===== src/rtl/fifo_async_write_ptr_if.sv =====
// rtl/fifo_async_write_ptr_if.sv - write-side pointer/flag bundle of the async FIFO
interface fifo_async_write_ptr_if #(
   parameter int ADDR_WIDTH = 3,
   parameter int PTR_WIDTH  = ADDR_WIDTH + 1
);
   logic                  write_in;
   logic                  clr_ovf_in;
   logic [PTR_WIDTH-1:0]  rptr_g_sync_in;
   logic [ADDR_WIDTH-1:0] waddr_out;
   logic                  wen_out;
   logic [PTR_WIDTH-1:0]  wptr_b_out;
   logic [PTR_WIDTH-1:0]  wptr_g_out;
   logic                  full_out;
   logic                  almost_full_out;
   logic [PTR_WIDTH-1:0]  wlevel_out;
   logic                  overflow_out;

   modport master (
      output write_in, clr_ovf_in, rptr_g_sync_in,
      input  waddr_out, wen_out, wptr_b_out, wptr_g_out,
             full_out, almost_full_out, wlevel_out, overflow_out
   );

   modport slave (
      input  write_in, clr_ovf_in, rptr_g_sync_in,
      output waddr_out, wen_out, wptr_b_out, wptr_g_out,
             full_out, almost_full_out, wlevel_out, overflow_out
   );
endinterface


===== src/rtl/fifo_async_write_ptr.sv =====
// rtl/fifo_async_write_ptr.sv - async FIFO write-domain pointers, full/almost-full/level/overflow
module gray2bin #(
   parameter int W = 4
) (
   input  logic [W-1:0] gray,
   output logic [W-1:0] bin
);
   for (genvar i = 0; i < W; i++) begin : g_bit
      assign bin[i] = ^gray[W-1:i];
   end
endmodule

module fifo_async_write_ptr #(
   parameter int ADDR_WIDTH = 3,
   parameter int PTR_WIDTH  = ADDR_WIDTH + 1,
   parameter int AF_THRESH  = (1 << ADDR_WIDTH) - 2
) (
   input  logic                 write_clk,
   input  logic                 rst_in,
   fifo_async_write_ptr_if.slave bus
);
   localparam logic [PTR_WIDTH-1:0] AF_LIMIT = PTR_WIDTH'(AF_THRESH);

   logic                 accept;
   logic [PTR_WIDTH-1:0] wptr_b_next;
   logic [PTR_WIDTH-1:0] wptr_g_next;
   logic [PTR_WIDTH-1:0] rptr_b_sync;
   logic [PTR_WIDTH-1:0] level_next;
   logic                 full_next;
   logic                 almost_full_next;

   gray2bin #(.W(PTR_WIDTH)) u_rptr_g2b (
      .gray (bus.rptr_g_sync_in),
      .bin  (rptr_b_sync)
   );

   assign accept        = bus.write_in & ~bus.full_out;
   assign bus.wen_out   = accept;
   assign bus.waddr_out = bus.wptr_b_out[ADDR_WIDTH-1:0];

   assign wptr_b_next = bus.wptr_b_out + PTR_WIDTH'(accept);
   assign wptr_g_next = (wptr_b_next >> 1) ^ wptr_b_next;

   // Full when the write pointer has lapped the read pointer by exactly one depth.
   assign full_next = (wptr_g_next == {~bus.rptr_g_sync_in[PTR_WIDTH-1:PTR_WIDTH-2],
                                       bus.rptr_g_sync_in[PTR_WIDTH-3:0]});
   assign level_next       = wptr_b_next - rptr_b_sync;
   assign almost_full_next = (level_next >= AF_LIMIT);

   always_ff @(posedge write_clk) begin
      if (rst_in) begin
         bus.wptr_b_out      <= '0;
         bus.wptr_g_out      <= '0;
         bus.full_out        <= 1'b0;
         bus.almost_full_out <= 1'b0;
         bus.wlevel_out      <= '0;
         bus.overflow_out    <= 1'b0;
      end else begin
         bus.wptr_b_out      <= wptr_b_next;
         bus.wptr_g_out      <= wptr_g_next;
         bus.full_out        <= full_next;
         bus.almost_full_out <= almost_full_next;
         bus.wlevel_out      <= level_next;
         // A rejected write sets the flag even if a clear arrives in the same cycle.
         if (bus.write_in & bus.full_out)
            bus.overflow_out <= 1'b1;
         else if (bus.clr_ovf_in)
            bus.overflow_out <= 1'b0;
      end
   end
endmodule


===== src/flat_wrapper.sv =====
// flat-port wrapper written by rule: the top's interface ports become plain ports
module fifo_async_write_ptr_flat 
#(
   parameter int ADDR_WIDTH = 3,
   parameter int PTR_WIDTH  = ADDR_WIDTH + 1,
   parameter int AF_THRESH  = (1 << ADDR_WIDTH) - 2
)
  (write_clk, rst_in, bus_write_in, bus_clr_ovf_in, bus_rptr_g_sync_in, bus_waddr_out, bus_wen_out, bus_wptr_b_out, bus_wptr_g_out, bus_full_out, bus_almost_full_out, bus_wlevel_out, bus_overflow_out);
  fifo_async_write_ptr_if #(.ADDR_WIDTH(ADDR_WIDTH), .PTR_WIDTH(PTR_WIDTH)) bus_i ();
  input  logic write_clk;
  input  logic rst_in;
  input wire logic [$bits(bus_i.write_in)-1:0] bus_write_in;
  input wire logic [$bits(bus_i.clr_ovf_in)-1:0] bus_clr_ovf_in;
  input wire logic [$bits(bus_i.rptr_g_sync_in)-1:0] bus_rptr_g_sync_in;
  output wire logic [$bits(bus_i.waddr_out)-1:0] bus_waddr_out;
  output wire logic [$bits(bus_i.wen_out)-1:0] bus_wen_out;
  output wire logic [$bits(bus_i.wptr_b_out)-1:0] bus_wptr_b_out;
  output wire logic [$bits(bus_i.wptr_g_out)-1:0] bus_wptr_g_out;
  output wire logic [$bits(bus_i.full_out)-1:0] bus_full_out;
  output wire logic [$bits(bus_i.almost_full_out)-1:0] bus_almost_full_out;
  output wire logic [$bits(bus_i.wlevel_out)-1:0] bus_wlevel_out;
  output wire logic [$bits(bus_i.overflow_out)-1:0] bus_overflow_out;
  assign bus_i.write_in = bus_write_in;
  assign bus_i.clr_ovf_in = bus_clr_ovf_in;
  assign bus_i.rptr_g_sync_in = bus_rptr_g_sync_in;
  assign bus_waddr_out = bus_i.waddr_out;
  assign bus_wen_out = bus_i.wen_out;
  assign bus_wptr_b_out = bus_i.wptr_b_out;
  assign bus_wptr_g_out = bus_i.wptr_g_out;
  assign bus_full_out = bus_i.full_out;
  assign bus_almost_full_out = bus_i.almost_full_out;
  assign bus_wlevel_out = bus_i.wlevel_out;
  assign bus_overflow_out = bus_i.overflow_out;
  fifo_async_write_ptr #(.ADDR_WIDTH(ADDR_WIDTH), .PTR_WIDTH(PTR_WIDTH), .AF_THRESH(AF_THRESH)) u_core (.write_clk(write_clk), .rst_in(rst_in), .bus(bus_i));
endmodule

===== config.mk =====
export PLATFORM = sky130hd
export DESIGN_NAME = fifo_async_write_ptr_flat
export DESIGN_NICKNAME = d
export VERILOG_FILES = /design/src/rtl/fifo_async_write_ptr_if.sv /design/src/rtl/fifo_async_write_ptr.sv /design/src/flat_wrapper.sv
export SDC_FILE = /design/constraint.sdc
export NUM_CORES = 1
export LEC_CHECK = 0
export CAP_MARGIN = 20
export CELL_PAD_IN_SITES_DETAIL_PLACEMENT = 0
export CELL_PAD_IN_SITES_GLOBAL_PLACEMENT = 1
export CORE_MARGIN = 8
export CORE_UTILIZATION = 30
export DETAILED_ROUTE_END_ITERATION = 10
export HOLD_SLACK_MARGIN = 0.15
export PLACE_DENSITY_LB_ADDON = 0.1
export SETUP_SLACK_MARGIN = 0.2
export SYNTH_ARGS = -nofsm -noshare
export SYNTH_HDL_FRONTEND = slang
export SYNTH_SLANG_ARGS = --single-unit

===== constraint.sdc =====
create_clock -name write_clk -period 2.8 [get_ports write_clk]
set_clock_uncertainty 0.15 [all_clocks]
set_input_delay 0.56 -clock write_clk [delete_from_list [all_inputs] [get_ports write_clk]]
set_output_delay 0.56 -clock write_clk [all_outputs]
set_load 0.02 [all_outputs]

Yosys cells after proc, flatten, opt, wreduce, memory -nomap -nowiden
Index checks and enable logic that the tools add are counted.

Flip-flop bits (word level): 15. Bits of input ports: 8. Output and inout bits: 19. Word-level logic and storage cells: 21.

Add/sub/neg operators: 2. Magnitude comparators: 1. Eq/ne operators: 1. Multiplexer cells: 2. Bitwise operators: 5. Reductions and logical operators: 4.

Operators with widths (number): $add A4 B1 Y4 (1); $eq A4 B4 Y1 (1); $ge A4 B3 Y1 const B (1); $reduce_xor A4 Y1 (1); $sub A4 B4 Y4 (1); $xor A3 B4 Y4 (1); $reduce_xor A3 Y1 (1); $and A1 B1 Y1 (2); $mux W1 (2); $not A2 Y2 (1); $reduce_bool A2 Y1 (1); $reduce_xor A2 Y1 (1); $not A1 Y1 (1).

Longest topological paths before layout
Gate-level depths: netlist (run 1).

Word-level depth: 5. Depth in mapped cells: 8. Mapped depth without buffers: 8.

Cells and area by module
From an unflattened synthesis (run 1), not the netlist that was laid out.

Cells, all modules: 72. Area total of the unflattened synthesis: 749.5 um^2.

By module, submodules not included: fifo_async_write_ptr (times used 1, cells each 67, area an instance 699.4 um^2, seq. area each 280.3 um^2); gray2bin (times used 1, cells each 5, area an instance 50.0 um^2, seq. area each 0.0 um^2).

Worst setup path after synthesis (run 1)
OpenSTA, ideal clock, no wires.

Path type: input to register. Start: input bus_write_in. End: register u_core.bus.almost_full_out. Setup time: 106 ps. Data arrival time: 2538 ps. Data required time: 2544 ps. Path slack: 6 ps. Cell stages on the path: 8. Path buffers: 0. Cells stage by stage: nor2b_1 -> ha_1 -> ha_1 -> ha_1 -> nor2b_1 -> o21a_1 -> or4_1 -> o311ai_0.

Word-level cells in the longest chain between the ends: 4.

RTL lines: from (decl) (RTL line flat_wrapper.sv:12) `input wire logic [$bits(bus_i.write_in)-1:0] bus_write_in;`; $and A1 B1 Y1 (RTL line fifo_async_write_ptr.sv:37) `assign accept = bus.write_in & ~bus.full_out;`; $add A4 B1 Y4 (RTL line fifo_async_write_ptr.sv:41) `assign wptr_b_next = bus.wptr_b_out + PTR_WIDTH'(accept);`; net u_core.wptr_b_next[1] (RTL line fifo_async_write_ptr.sv:25) `logic [PTR_WIDTH-1:0] wptr_b_next;`; $sub A4 B4 Y4 (RTL line fifo_async_write_ptr.sv:47) `assign level_next = wptr_b_next - rptr_b_sync;`; $ge A4 B3 Y1 (RTL line fifo_async_write_ptr.sv:48) `assign almost_full_next = (level_next >= AF_LIMIT);`; to (signal assigned) (RTL line fifo_async_write_ptr.sv:62) `bus.almost_full_out <= almost_full_next;`; to (decl) (RTL line fifo_async_write_ptr_if.sv:27) `full_out, almost_full_out, wlevel_out, overflow_out`.

The timed path passes the listed nets, and every way through them passes these cells. A chain may end at the register's enable or synchronous reset.

Final worst setup path (run 1)
Ends and elaborated chain as after synthesis.

==> results of run 1 <==
-- worst reg2reg max path: stages (launching register included) --
cell and delay (ns):
dfxtp_1 0.40, nor2b_4 0.07, ha_4 0.17, ha_4 0.21, ha_1 0.28, nor2b_1 0.13
o21a_1 0.20, or4_4 0.53, o311ai_1 0.08
-- registers in the layout, indices dropped and copies added, names as in the netlist --
register                    count
u_core.bus.wptr_g_out           4
u_core.bus.almost_full_out      1
u_core.bus.wptr_b_out           3
u_core.bus.overflow_out         1
u_core.bus.wlevel_out           4
u_core.bus.full_out             1
-- path summary, 6_finish.rpt --
check | start | endpoint | slack, ns
max | bus_write_in | u_core.bus.almost_full_out$_SDFF_PP0_ | 0.31
min | u_core.bus.overflow_out$_SDFFE_PP0P_ | u_core.bus.overflow_out$_SDFFE_PP0P_ | 0.32
max reg2reg | u_core.bus.full_out$_SDFF_PP0_ | u_core.bus.almost_full_out$_SDFF_PP0_ | 0.50
min reg2reg | u_core.bus.overflow_out$_SDFFE_PP0P_ | u_core.bus.overflow_out$_SDFFE_PP0P_ | 0.32
-- metal layers --
metal	vias to the layer above	share of wire
met2	13	0.51
met3	2	0.086
met4	0	0.0089
met1	270	0.40
li1	297	-
met5	-	0
-- through the flow --
step / instance area (sq um) / setup TNS (ns) / utilization / hold slack [ns]
2_1_floorplan: 688 / 0 / - / 0.392
3_3_place_gp: 1050 / -0.531 / 0.483 / 0.307
3_5_place_dp: 1050 / -0.521 / 0.483 / 0.319
4_1_cts: 1160 / 0 / 0.533 / 0.329
5_1_grt: 1160 / 0 / 0.533 / 0.361
6_report: 1160 / 0 / 0.533 / 0.323
-- synthesized netlist by cell type, types with 2 or more instances --
cell,instances,area (sq um)
buf_4,4,30.0
nand2_1,2,7.51
inv_1,4,15.0
dfxtp_1,14,280
xnor2_1,7,61.3
nor2_1,9,33.8
ha_1,5,62.6
xor2_1,6,52.6
nor2b_1,2,12.5
-- where the power goes --
group | internal, uW | total [uW] | leakage (uW) | switching (uW)
clock | 79.0 | 146 | 0.0000210 | 67.2
combinational | 163 | 292 | 0.000356 | 128
sequential | 228 | 240 | 0.000115 | 12.3
total | 470 | 678 | 0.000492 | 208
-- final cells by class --
| type | count | area, sq um |
|---|---|---|
| timing repair buffer | 43 | 384 |
| fill | 225 | 1010 |
| clock buffer | 4 | 36.3 |
| inverter | 4 | 15.0 |
| multi-input combinational | 44 | 405 |
| sequential | 14 | 280 |
| tap | 28 | 35.0 |
-- logic make-up (layout without fill, tap and decap cells) --
family / Yosys count / count (layout) / share of synthesized area
XOR/XNOR: 14 / 14 / 0.191
adder cells (fa/ha/maj): 6 / 6 / 0.121
AND/OR/NAND/NOR: 19 / 19 / 0.140
buffers and inverters: 9 / 51 / 0.0717
AO/OA/AOI/OAI: 5 / 5 / 0.0643
flip-flops: 14 / 14 / 0.412
-- placed cells by master, fill, tap and decap left out, types with 2 or more instances in the layout --
cell type,synthesis,final
ha_1,5,2
nand2_1,2,2
clkbuf_4,0,3
ha_4,0,2
buf_4,4,17
inv_1,4,4
dfxtp_1,14,14
clkdlybuf4s50_1,0,23
xor2_2,1,2
xor2_1,6,5
nor2_1,9,9
xnor2_1,7,6
dlygate4sd2_1,0,3
-- timing repair --
action                     4_1_cts  5_1_grt
gates resized for setup         11        0
setup endpoints to repair        3        0
buffers inserted                 4        0
hold endpoints to repair         0        0
==> impl_metrics.yaml, run 1 <==
critical_path:
  critPathCaptureType: "flop"
  reg2reg_depth: 8
  start_kind: "input port"
  crit_required_ns: 2.84
  path_cells: "dlygate4sd2_1, nor2b_4, ha_4, ha_4, ha_1, nor2b_1, o21a_1, or4_4, o311ai_1"
  slowest_stage: "or4_4"
  critical-path-top-delay-family: "simple AND/OR/NAND/NOR gates"
  cp_num_buf_inv: 1
  path_class: "in -> reg"
  max_stage_delay_ns: 0.53
  cp.depth: 9
  cp.arrival_ns: 2.53
  path_common_cell: "ha_4"
  cp_max_fo: 2
global_routing:
  grt_pass1_vias: 640
  grt_use_total: 0.0849
  grt_pass1_wl_mm: 2.75
  grt_util_met3: 0.0442
  grt_max_degree: 15
  antenna_found_initial: 0
  use_met1: 0.0816
  globalRouteOverflowTotal: 0
  use_met2: 0.142
  top_usage_layer: "met2"
placed_design:
  gp_congestion: 0.731
  dp_hpwl_mm: 1.23
  placed_cells: 129
  port_buffers: 26
  dp_slack_ns: -0.198
detailed_routing:
  drtPass1Iterations: 3
  drtIter0Drc: 4
  wirelength_mm: 1.57
  routedWlPerCell_um: 11.4
  route.detailed.drc: 0
  viasPerCell: 4.25
  ant_nets: 0
  via_count: 582
hold_path:
  hold_depth: 2
  hold_class: "reg -> reg"
logic_synthesis:
  seq_area_frac_synth: 0.412
  synthCells: 67
  synthArstFlopShare: 0
  synth.cell_area_sq_um: 681
  ys_warn_count: 0
  synth_nets: 81
  ys_ff_latch: 14
  yosysUniqueCellTypes: 23
  synth-edff-count: 0
  syn_avg_cell_area_sq_um: 10.2
  synth_ff_type: "dfxtp_1"
cts:
  cts.htree.levels: 1
  cts_sinks: 14
  clock_path_buffers: 2
  root_buffer: "clkbuf_4"
  cts_buffers: 3
  clock_latency_ns: 0.28
  path_clk_slew_ns: 0.08
  hold_buffers: 0
  cts_tree: "done"
timing:
  rsz0062_at_grt: "no"
  fin_crit_ns: 2.49
  slew_headroom: 0.813
  setup_violations: 0
  fmax_mhz: 402
  worstMarginPinSlew_ns: 0.281
  maxSlewViolCount: 0
  finalWorstSetupSlack_ns: 0.313
  hold_violations: 0
  final.period_utilization: 0.888
floorplanning:
  pin_count: 27
  dieArea_sq_um: 4050
  row_count: 17
  die_h_um: 63.6
  core_sq_um: 2170
  start_util: 0.314
  chipWidth_um: 63.6
layout:
  nets: 124
  syn_to_final_growth_pct: 69.9
  stdcell_count: 137
  drive_above_1_share: 0.284
  antenna_cells: 0
run:
  cap_viol_max_count: 0
pwr:
  p_leak_uw: 0.000492
  ir_drop_v: 0.000365
  p_per_area_nw_per_um2: 586
  totalPowerFinal_uw: 678
outcome:
  status: "finished, final reports clean"
No activity file was read; power rests on OpenSTA's default activity.
==> run 2: changes to the inputs <==
--- a/config.mk
+++ b/config.mk
@@ -9,8 +9,9 @@
 export CELL_PAD_IN_SITES_DETAIL_PLACEMENT = 0
 export CELL_PAD_IN_SITES_GLOBAL_PLACEMENT = 1
 export CORE_MARGIN = 8
-export CORE_UTILIZATION = 30
+export CORE_UTILIZATION = 43
 export DETAILED_ROUTE_END_ITERATION = 10
+export DONT_BUFFER_PORTS = 1
 export HOLD_SLACK_MARGIN = 0.15
 export PLACE_DENSITY_LB_ADDON = 0.1
 export SETUP_SLACK_MARGIN = 0.2
==> impl_metrics.yaml, run 2 (synthesis gave the netlist of run 1 again) <==
outcome:
  status: "finished, final reports clean"
pwr:
  power_frac_clock: 0.262
  p_seq_frac: 0.495
  power.switching_uw: 178
  p_per_area_nw_per_um2: 717
  ir_drop_v: 0.000307
  p_leak_uw: 0.000343
  power.internal_uw: 369
  pwr-share-comb: 0.242
  swShare: 0.326
critical_path:
  critPathCaptureType: "flop"
  critical-path-top-delay-family: "adder cells"
  reg2reg_depth: 8
  path_common_cell: "ha_1"
  crit_required_ns: 2.82
  cp.arrival_ns: 2.38
  cp_max_fo: 3
  path_cells: "nor2b_4, ha_1, ha_1, xor2_2, buf_4, xor2_1, or3_1, a2111oi_2"
  cp_num_buf_inv: 1
  cp.depth: 8
  max_stage_delay_ns: 0.39
  path_class: "reg -> reg"
  start_kind: "flop"
  slowest_stage: "dfxtp_1"
layout:
  drive_above_1_share: 0.205
  antenna_cells: 0
  layout_common_cells: "dfxtp_1, nor2_1, xnor2_1, buf_4, xor2_1"
  layout_commonest_cell: "dfxtp_1"
  nets: 88
  syn_to_final_growth_pct: 12.1
  fill_cells: 147
  multi_input_area_sq_um: 359
  regArea_sq_um: 280
  reg_top3: "u_core.bus.wlevel_out: 4 flops, u_core.bus.wptr_g_out: 4 flops, u_core.bus.wptr_b_out: 3 flops"
timing:
  fin_crit_ns: 2.36
  worstMarginPinSlew_ns: 0.475
  rsz0062_at_grt: "no"
  fmax_mhz: 423
  tns_ns: 0
  slew_headroom: 0.683
  setup_violations: 0
  maxSlewViolCount: 0
  hold_violations: 0
  final.period_utilization: 0.844
  whs_ns: 0.184
global_routing:
  grt_pass1_vias: 490
  antenna_found_initial: 0
  grt_pass1_wl_mm: 2.19
  use_met1: 0.0808
  grt_util_met3: 0.0571
  grt_use_total: 0.0894
  grt_max_degree: 15
  globalRouteOverflowTotal: 0
  top_usage_layer: "met2"
  use_met2: 0.147
detailed_routing:
  ant_nets: 0
  viasPerCell: 5.00
  routedWlPerCell_um: 14.4
  via_count: 445
  wirelength_mm: 1.28
  drtIter0Drc: 0
  drtPass1Iterations: 1
  route.detailed.drc: 0
floorplanning:
  die_h_um: 55.8
  row_count: 14
  dieArea_sq_um: 3110
  chipWidth_um: 55.8
  core_sq_um: 1490
  start_util: 0.457
  pin_count: 27
placed_design:
  dp_hpwl_mm: 1.07
  gp_congestion: 0.747
  port_buffers: 0
hold_path:
  hold_class: "in -> reg"
  hold_depth: 1
cts:
  cts_setup_buffers: 0
  root_buffer: "clkbuf_4"
  cts_buffers: 3
  hold_buffers: 0
  cts_tree: "done"
  cts.htree.levels: 1
  clock_latency_ns: 0.28
  clock_path_buffers: 2
  cts_resized: 0
  path_clk_slew_ns: 0.09
  cts_sinks: 14
run:
  cap_viol_max_count: 0
[run 2: path summary, 6_finish.rpt]
check                                                          start                                   end  slack (ns)
worst max-delay path                  u_core.bus.full_out$_SDFF_PP0_        u_core.bus.full_out$_SDFF_PP0_        0.44
worst min-delay path                                          rst_in   u_core.bus.wlevel_out[0]$_SDFF_PP0_        0.18
worst max register to register        u_core.bus.full_out$_SDFF_PP0_        u_core.bus.full_out$_SDFF_PP0_        0.44
worst min register to register  u_core.bus.overflow_out$_SDFFE_PP0P_  u_core.bus.overflow_out$_SDFFE_PP0P_        0.42
[run 2: routing by layer]
metal,vias up,share of wire
met1,205,0.39
met5,-,0
met4,0,0
li1,225,-
met2,15,0.50
met3,0,0.11
[run 2: power groups by stage]
stage | clock network (uW) | logic [uW] | registers, uW
CTS | 149 | 137 | 272
finish | 143 | 133 | 271
global placement | 0 | 135 | 277
detailed placement | 0 | 136 | 277
global route | 164 | 153 | 275
floorplan | 0 | 103 | 280
[run 2: area by class of cell]
cell class	instances	area share
Clock buffer	4	0.0475
Inverter	4	0.0197
Multi-Input combinational cell	44	0.470
Tap cell	16	0.0262
Timing Repair Buffer	7	0.0689
Sequential cell	14	0.367
[run 2: per-stage QoR]
| step | cell area, sq um | cells | total power, uW | util | setup slack, ns |
|---|---|---|---|---|---|
| 6_report | 763 | 89 | 547 | 0.513 | 0.438 |
| 2_1_floorplan | 688 | 67 | 383 | - | 0.235 |
| 3_3_place_gp | 727 | 85 | 412 | 0.488 | 0.199 |
| 3_5_place_dp | 727 | 85 | 413 | 0.488 | 0.165 |
| 5_1_grt | 763 | 89 | 592 | 0.513 | 0.306 |
| 4_1_cts | 763 | 89 | 558 | 0.513 | 0.391 |
==> variant 1: new RTL, settings of run 1 <==
Reset style: asynchronous (`rst_in`), changed in one clocked block.
--- a/src/rtl/fifo_async_write_ptr.sv
+++ b/src/rtl/fifo_async_write_ptr.sv
@@ -48,5 +48,5 @@
    assign almost_full_next = (level_next >= AF_LIMIT);
 
-   always_ff @(posedge write_clk) begin
+   always_ff @(posedge write_clk or posedge rst_in) begin
       if (rst_in) begin
          bus.wptr_b_out      <= '0;
Check against the original RTL: differs if rst_in is asserted again (counterexample within 4 cycles, from zero or initial values and one cycle with rst_in high); with rst_in held inactive, the same outputs for 10 cycles.
==> variant 1 against run 1 <==
Cell count down 2.2%; critical endpoint is now u_core.bus.almost_full_out$_DFF_PP0_; largest cell class is now non-clock buffers; synthesized cell count decreased by 4.5%; sequential cell count unchanged; cell area increased by 2.1%; highest routed layer unchanged; first-iteration DRC count increased by 25%; routed wire length increased by 0.64%; register-to-register slack improved by 0.16 ns; critical path depth unchanged; synthesized area grew 8.6%; setup slack got worse by 0.017 ns.
Power is not compared: it rests on default switching activity, and its combinational part moved more than twofold at a synthesized area within 25%.
==> variant 1: results (changes against run 1) <==
----------------------------------------------------
[Placement]
  Total placed cells including tap cells ... 127 (was 129)
  Final weighted congestion in routability-driven placement ... 0.785 (was 0.731)
  Post-placement cell area ... 0.00109 mm² (was 0.00105 mm²)
  Pre-CTS setup slack ... -0.211 ns (was -0.198 ns)

[Critical path]
  Delay of the slowest critical-path stage ... 0.47 ns (was 0.53 ns)
  Highest fanout seen on the critical path ... 5 (was 2)
  Slowest stage cell, crit path ... clkdlybuf4s50_1 (was or4_4)
  Arr. time, crit path ... 2.56 ns (was 2.53 ns)

[Synthesis]
  Synth cell types ... 21 (was 23)
  Largest cells by area after synthesis ... dfrtp_1, xnor2_1, ha_1 (was dfxtp_1, ha_1, xnor2_1)
  List of most frequent post-synthesis cells ... dfrtp_1, inv_1, xnor2_1 (was dfxtp_1, nor2_1, xnor2_1)
  Synthesized instance count ... 64 (was 67)
  FFs w/ async S/R, synth ... 100% (was 0%)

[Global routing]
  First-pass GRT wire length ... 2.56 mm (was 2.75 mm)
  Global router's overall resource usage ... 7.85% (was 8.49%)
  Routing usage on met2 ... 12.9% (was 14.2%)
  Met3 usage ... 1.87% (was 4.42%)
  Via count of the first global-routing pass ... 570 (was 640)

[Layout]
  Nets@finish ... 119 (was 124)
  Registers with the highest flip-flop counts ... u_core.bus.wlevel_out (4), u_core.bus.wptr_b_out (4), u_core.bus.wptr_g_out (3) (was u_core.bus.wlevel_out (4), u_core.bus.wptr_g_out (4), u_core.bus.wptr_b_out (3))
  Fraction of final layout cells with drive strength greater than 1 ... 21.2% (was 28.4%)

[CTS]
  Post-CTS Repair Setup Buffers ... 1 (was 4)
  Number of instances resized during post-cts repair ... 2 (was 11)

[Outcome]
  Result of the run ... finished, final reports clean (unchanged)

[Drt]
  Routed met3 length ... 84 µm (was 135 µm)
  DR WL/cell ... 11.8 µm (was 11.4 µm)
  Met2 WL post-DR ... 810 µm (was 792 µm)

[Worst hold path]
  Endpoint of the worst hold-timing path ... u_core.bus.overflow_out$_DFFE_PP0P_ (was u_core.bus.overflow_out$_SDFFE_PP0P_)

----------------------------------------------------
-- variant 1: cell families (layout without fill, tap and decap cells) --
family | count (synthesis) | after routing | share of synthesized area (%)
AO/OA/AOI/OAI | 9 | 9 | 8.63
XOR/XNOR | 16 | 16 | 20.0
adder cells (fa/ha/maj) | 6 | 6 | 11.2
buffers and inverters | 13 | 53 | 8.63
flip-flops | 14 | 14 | 47.4
AND/OR/NAND/NOR | 6 | 6 | 4.23
-- variant 1: final cells by class --
class / instances / area (µm²) / share of cell area [%]
clock buffers: 4 / 36.3 / 3.08
inverters: 9 / 33.8 / 2.86
well taps: 30 / 37.5 / 3.18
multi-input cells: 37 / 353 / 29.9
flip-flops and latches: 14 / 350 / 29.7
repair buffers: 40 / 369 / 31.3
-- variant 1: critical path, delay by kind of cell --
kind	cells	cell delay, ns
and+or+nand+nor	1	0.17
AOI/OAI and AO/OA	3	0.56
buffers and inverters	2	0.63
adders and majority gates	3	0.65
==> variant 2: new RTL, settings of run 1 <==
Without the edit above. `ADDR_WIDTH` is set to 3 in 3 places; all go to 4.
--- a/src/rtl/fifo_async_write_ptr_if.sv
+++ b/src/rtl/fifo_async_write_ptr_if.sv
@@ -1,5 +1,5 @@
 // rtl/fifo_async_write_ptr_if.sv - write-side pointer/flag bundle of the async FIFO
 interface fifo_async_write_ptr_if #(
-   parameter int ADDR_WIDTH = 3,
+   parameter int ADDR_WIDTH = 4,
    parameter int PTR_WIDTH  = ADDR_WIDTH + 1
 );
--- a/src/rtl/fifo_async_write_ptr.sv
+++ b/src/rtl/fifo_async_write_ptr.sv
@@ -12,5 +12,5 @@
 
 module fifo_async_write_ptr #(
-   parameter int ADDR_WIDTH = 3,
+   parameter int ADDR_WIDTH = 4,
    parameter int PTR_WIDTH  = ADDR_WIDTH + 1,
    parameter int AF_THRESH  = (1 << ADDR_WIDTH) - 2
--- a/src/flat_wrapper.sv
+++ b/src/flat_wrapper.sv
@@ -2,5 +2,5 @@
 module fifo_async_write_ptr_flat 
 #(
-   parameter int ADDR_WIDTH = 3,
+   parameter int ADDR_WIDTH = 4,
    parameter int PTR_WIDTH  = ADDR_WIDTH + 1,
    parameter int AF_THRESH  = (1 << ADDR_WIDTH) - 2
Ports: changed (5 resized); port bits go from 27 to 32. No check against the original RTL was run, so the function may have changed too.
==> variant 2 against run 1 <==
Total power up 10%; cell count up 28%; sequential cell count up 3; routed wire length up 34%; worst hold slack better by 0.00072 ns; synthesized area up 38%; cell area up 31%; setup slack worse by 0.035 ns; synthesized cell count up 43%; critical path type unchanged; critical endpoint unchanged; largest power group unchanged.
==> variant 2: results (changes against run 1) <==
----------------------------------------------------
[Outcome]
  Result of the run ... finished, final reports clean (unchanged)

[Layout]
  Fraction of final layout cells with drive strength greater than 1 ... 28.2% (was 28.4%)
  Number of ordinary inverters in the final layout ... 3 (was 4)
  Number of cells in the finished layout apart from fillers ... 175 (was 137)
  Count of multi-input gates ... 69 (was 44)
  Count of fill cells added during filler insertion ... 309 (was 225)
  Nets@finish ... 158 (was 124)
  Number of non-clock buffers ... 49 (was 43)
  Layout buffering overhead excluding clock cells ... 29.3% (was 33.2%)
  Syn-to-layout area delta ... 61.9% (was 69.9%)
  Clock network area share ... 1.81% (was 3.14%)
  Proportion of cell area occupied by multi-input gates ... 43.0% (was 35.1%)
  Seq area share ... 22.4% (was 24.2%)
  Number of flip-flops and latches ... 17 (was 14)

[Global routing]
  Global router's overall resource usage ... 8.55% (was 8.49%)
  Met3 usage ... 1.79% (was 4.42%)
  Via count of the first global-routing pass ... 791 (was 640)
  Largest net degree at the start of global routing ... 18 (was 15)
  Routing usage on met2 ... 13.2% (was 14.2%)
  Met1 capacity usage during global routing ... 10.3% (was 8.16%)

[Critical path]
  Arr. time, crit path ... 2.54 ns (was 2.53 ns)
  Depth of the most critical reg-to-reg path ... 9 (was 8)
  Highest fanout seen on the critical path ... 3 (was 2)

[Placement]
  Final weighted congestion in routability-driven placement ... 0.807 (was 0.731)
  Number of I/O port buffers ... 31 (was 26)
  Pre-CTS setup slack ... -0.380 ns (was -0.198 ns)
  Dpl hpwl ... 1.75 mm (was 1.23 mm)

[Power]
  Net switching power figure ... 0.239 mW (was 0.208 mW)
  Maximum vdd drop ... 0.265 mV (was 0.365 mV)
  Clock power share ... 17.5% (was 21.6%)
  Sequential power share ... 38.1% (was 35.4%)
  Switching power share of the total ... 32.1% (was 30.7%)
  Static leakage ... 0.629 nW (was 0.492 nW)

[CTS]
  Number of instances resized during post-cts repair ... 5 (was 11)
  Clock Path Buffers ... 2 (unchanged)
  Post-CTS Repair Setup Buffers ... 0 (was 4)

[Floorplan]
  Area of the placeable core ... 0.00300 mm² (was 0.00217 mm²)

[Synthesis]
  Fraction of the mapped netlist area in adder cells ... 8.80% (was 12.1%)
  Sequential fraction of the synthesis area ... 36.3% (was 41.2%)
  Synthesized-area fraction occupied by xor and xnor cells ... 25.9% (was 19.1%)
  List of most frequent post-synthesis cells ... dfxtp_1, nor2_1, xnor2_1 (unchanged)
  Synth cell types ... 24 (was 23)
  Synthesized net count ... 111 (was 81)
  Area fraction in compound gates after synthesis ... 4.80% (was 6.43%)
  Largest cells by area after synthesis ... dfxtp_1, xnor2_1, xor2_1 (was dfxtp_1, ha_1, xnor2_1)
  Avg Cell Area, Syn ... 9.78 µm² (was 10.2 µm²)

[Timing]
  Slew HR ... 60.8% (was 81.3%)

[Drt]
  DR WL/cell ... 12.0 µm (was 11.4 µm)
  Routed met3 length ... 114 µm (was 135 µm)

----------------------------------------------------
==> variant 2: worst max-delay path: stages <==
cell	delay (ns)
clkdlybuf4s50_1	0.43
nor2b_2	0.18
and2_4	0.16
ha_4	0.26
inv_1	0.07
fa_2	0.39
nand2b_4	0.15
o21ai_4	0.13
xnor2_2	0.13
o22ai_1	0.09
==> variant 2: worst paths after layout <==
path                                                              end                                  from  slack [ns]
worst max-delay path            u_core.bus.almost_full_out$_SDFF_PP0_                          bus_write_in        0.28
worst min-delay path             u_core.bus.overflow_out$_SDFFE_PP0P_  u_core.bus.overflow_out$_SDFFE_PP0P_        0.32
worst max register to register  u_core.bus.almost_full_out$_SDFF_PP0_   u_core.bus.wptr_b_out[0]$_SDFF_PP0_        0.63
worst min register to register   u_core.bus.overflow_out$_SDFFE_PP0P_  u_core.bus.overflow_out$_SDFFE_PP0P_        0.32
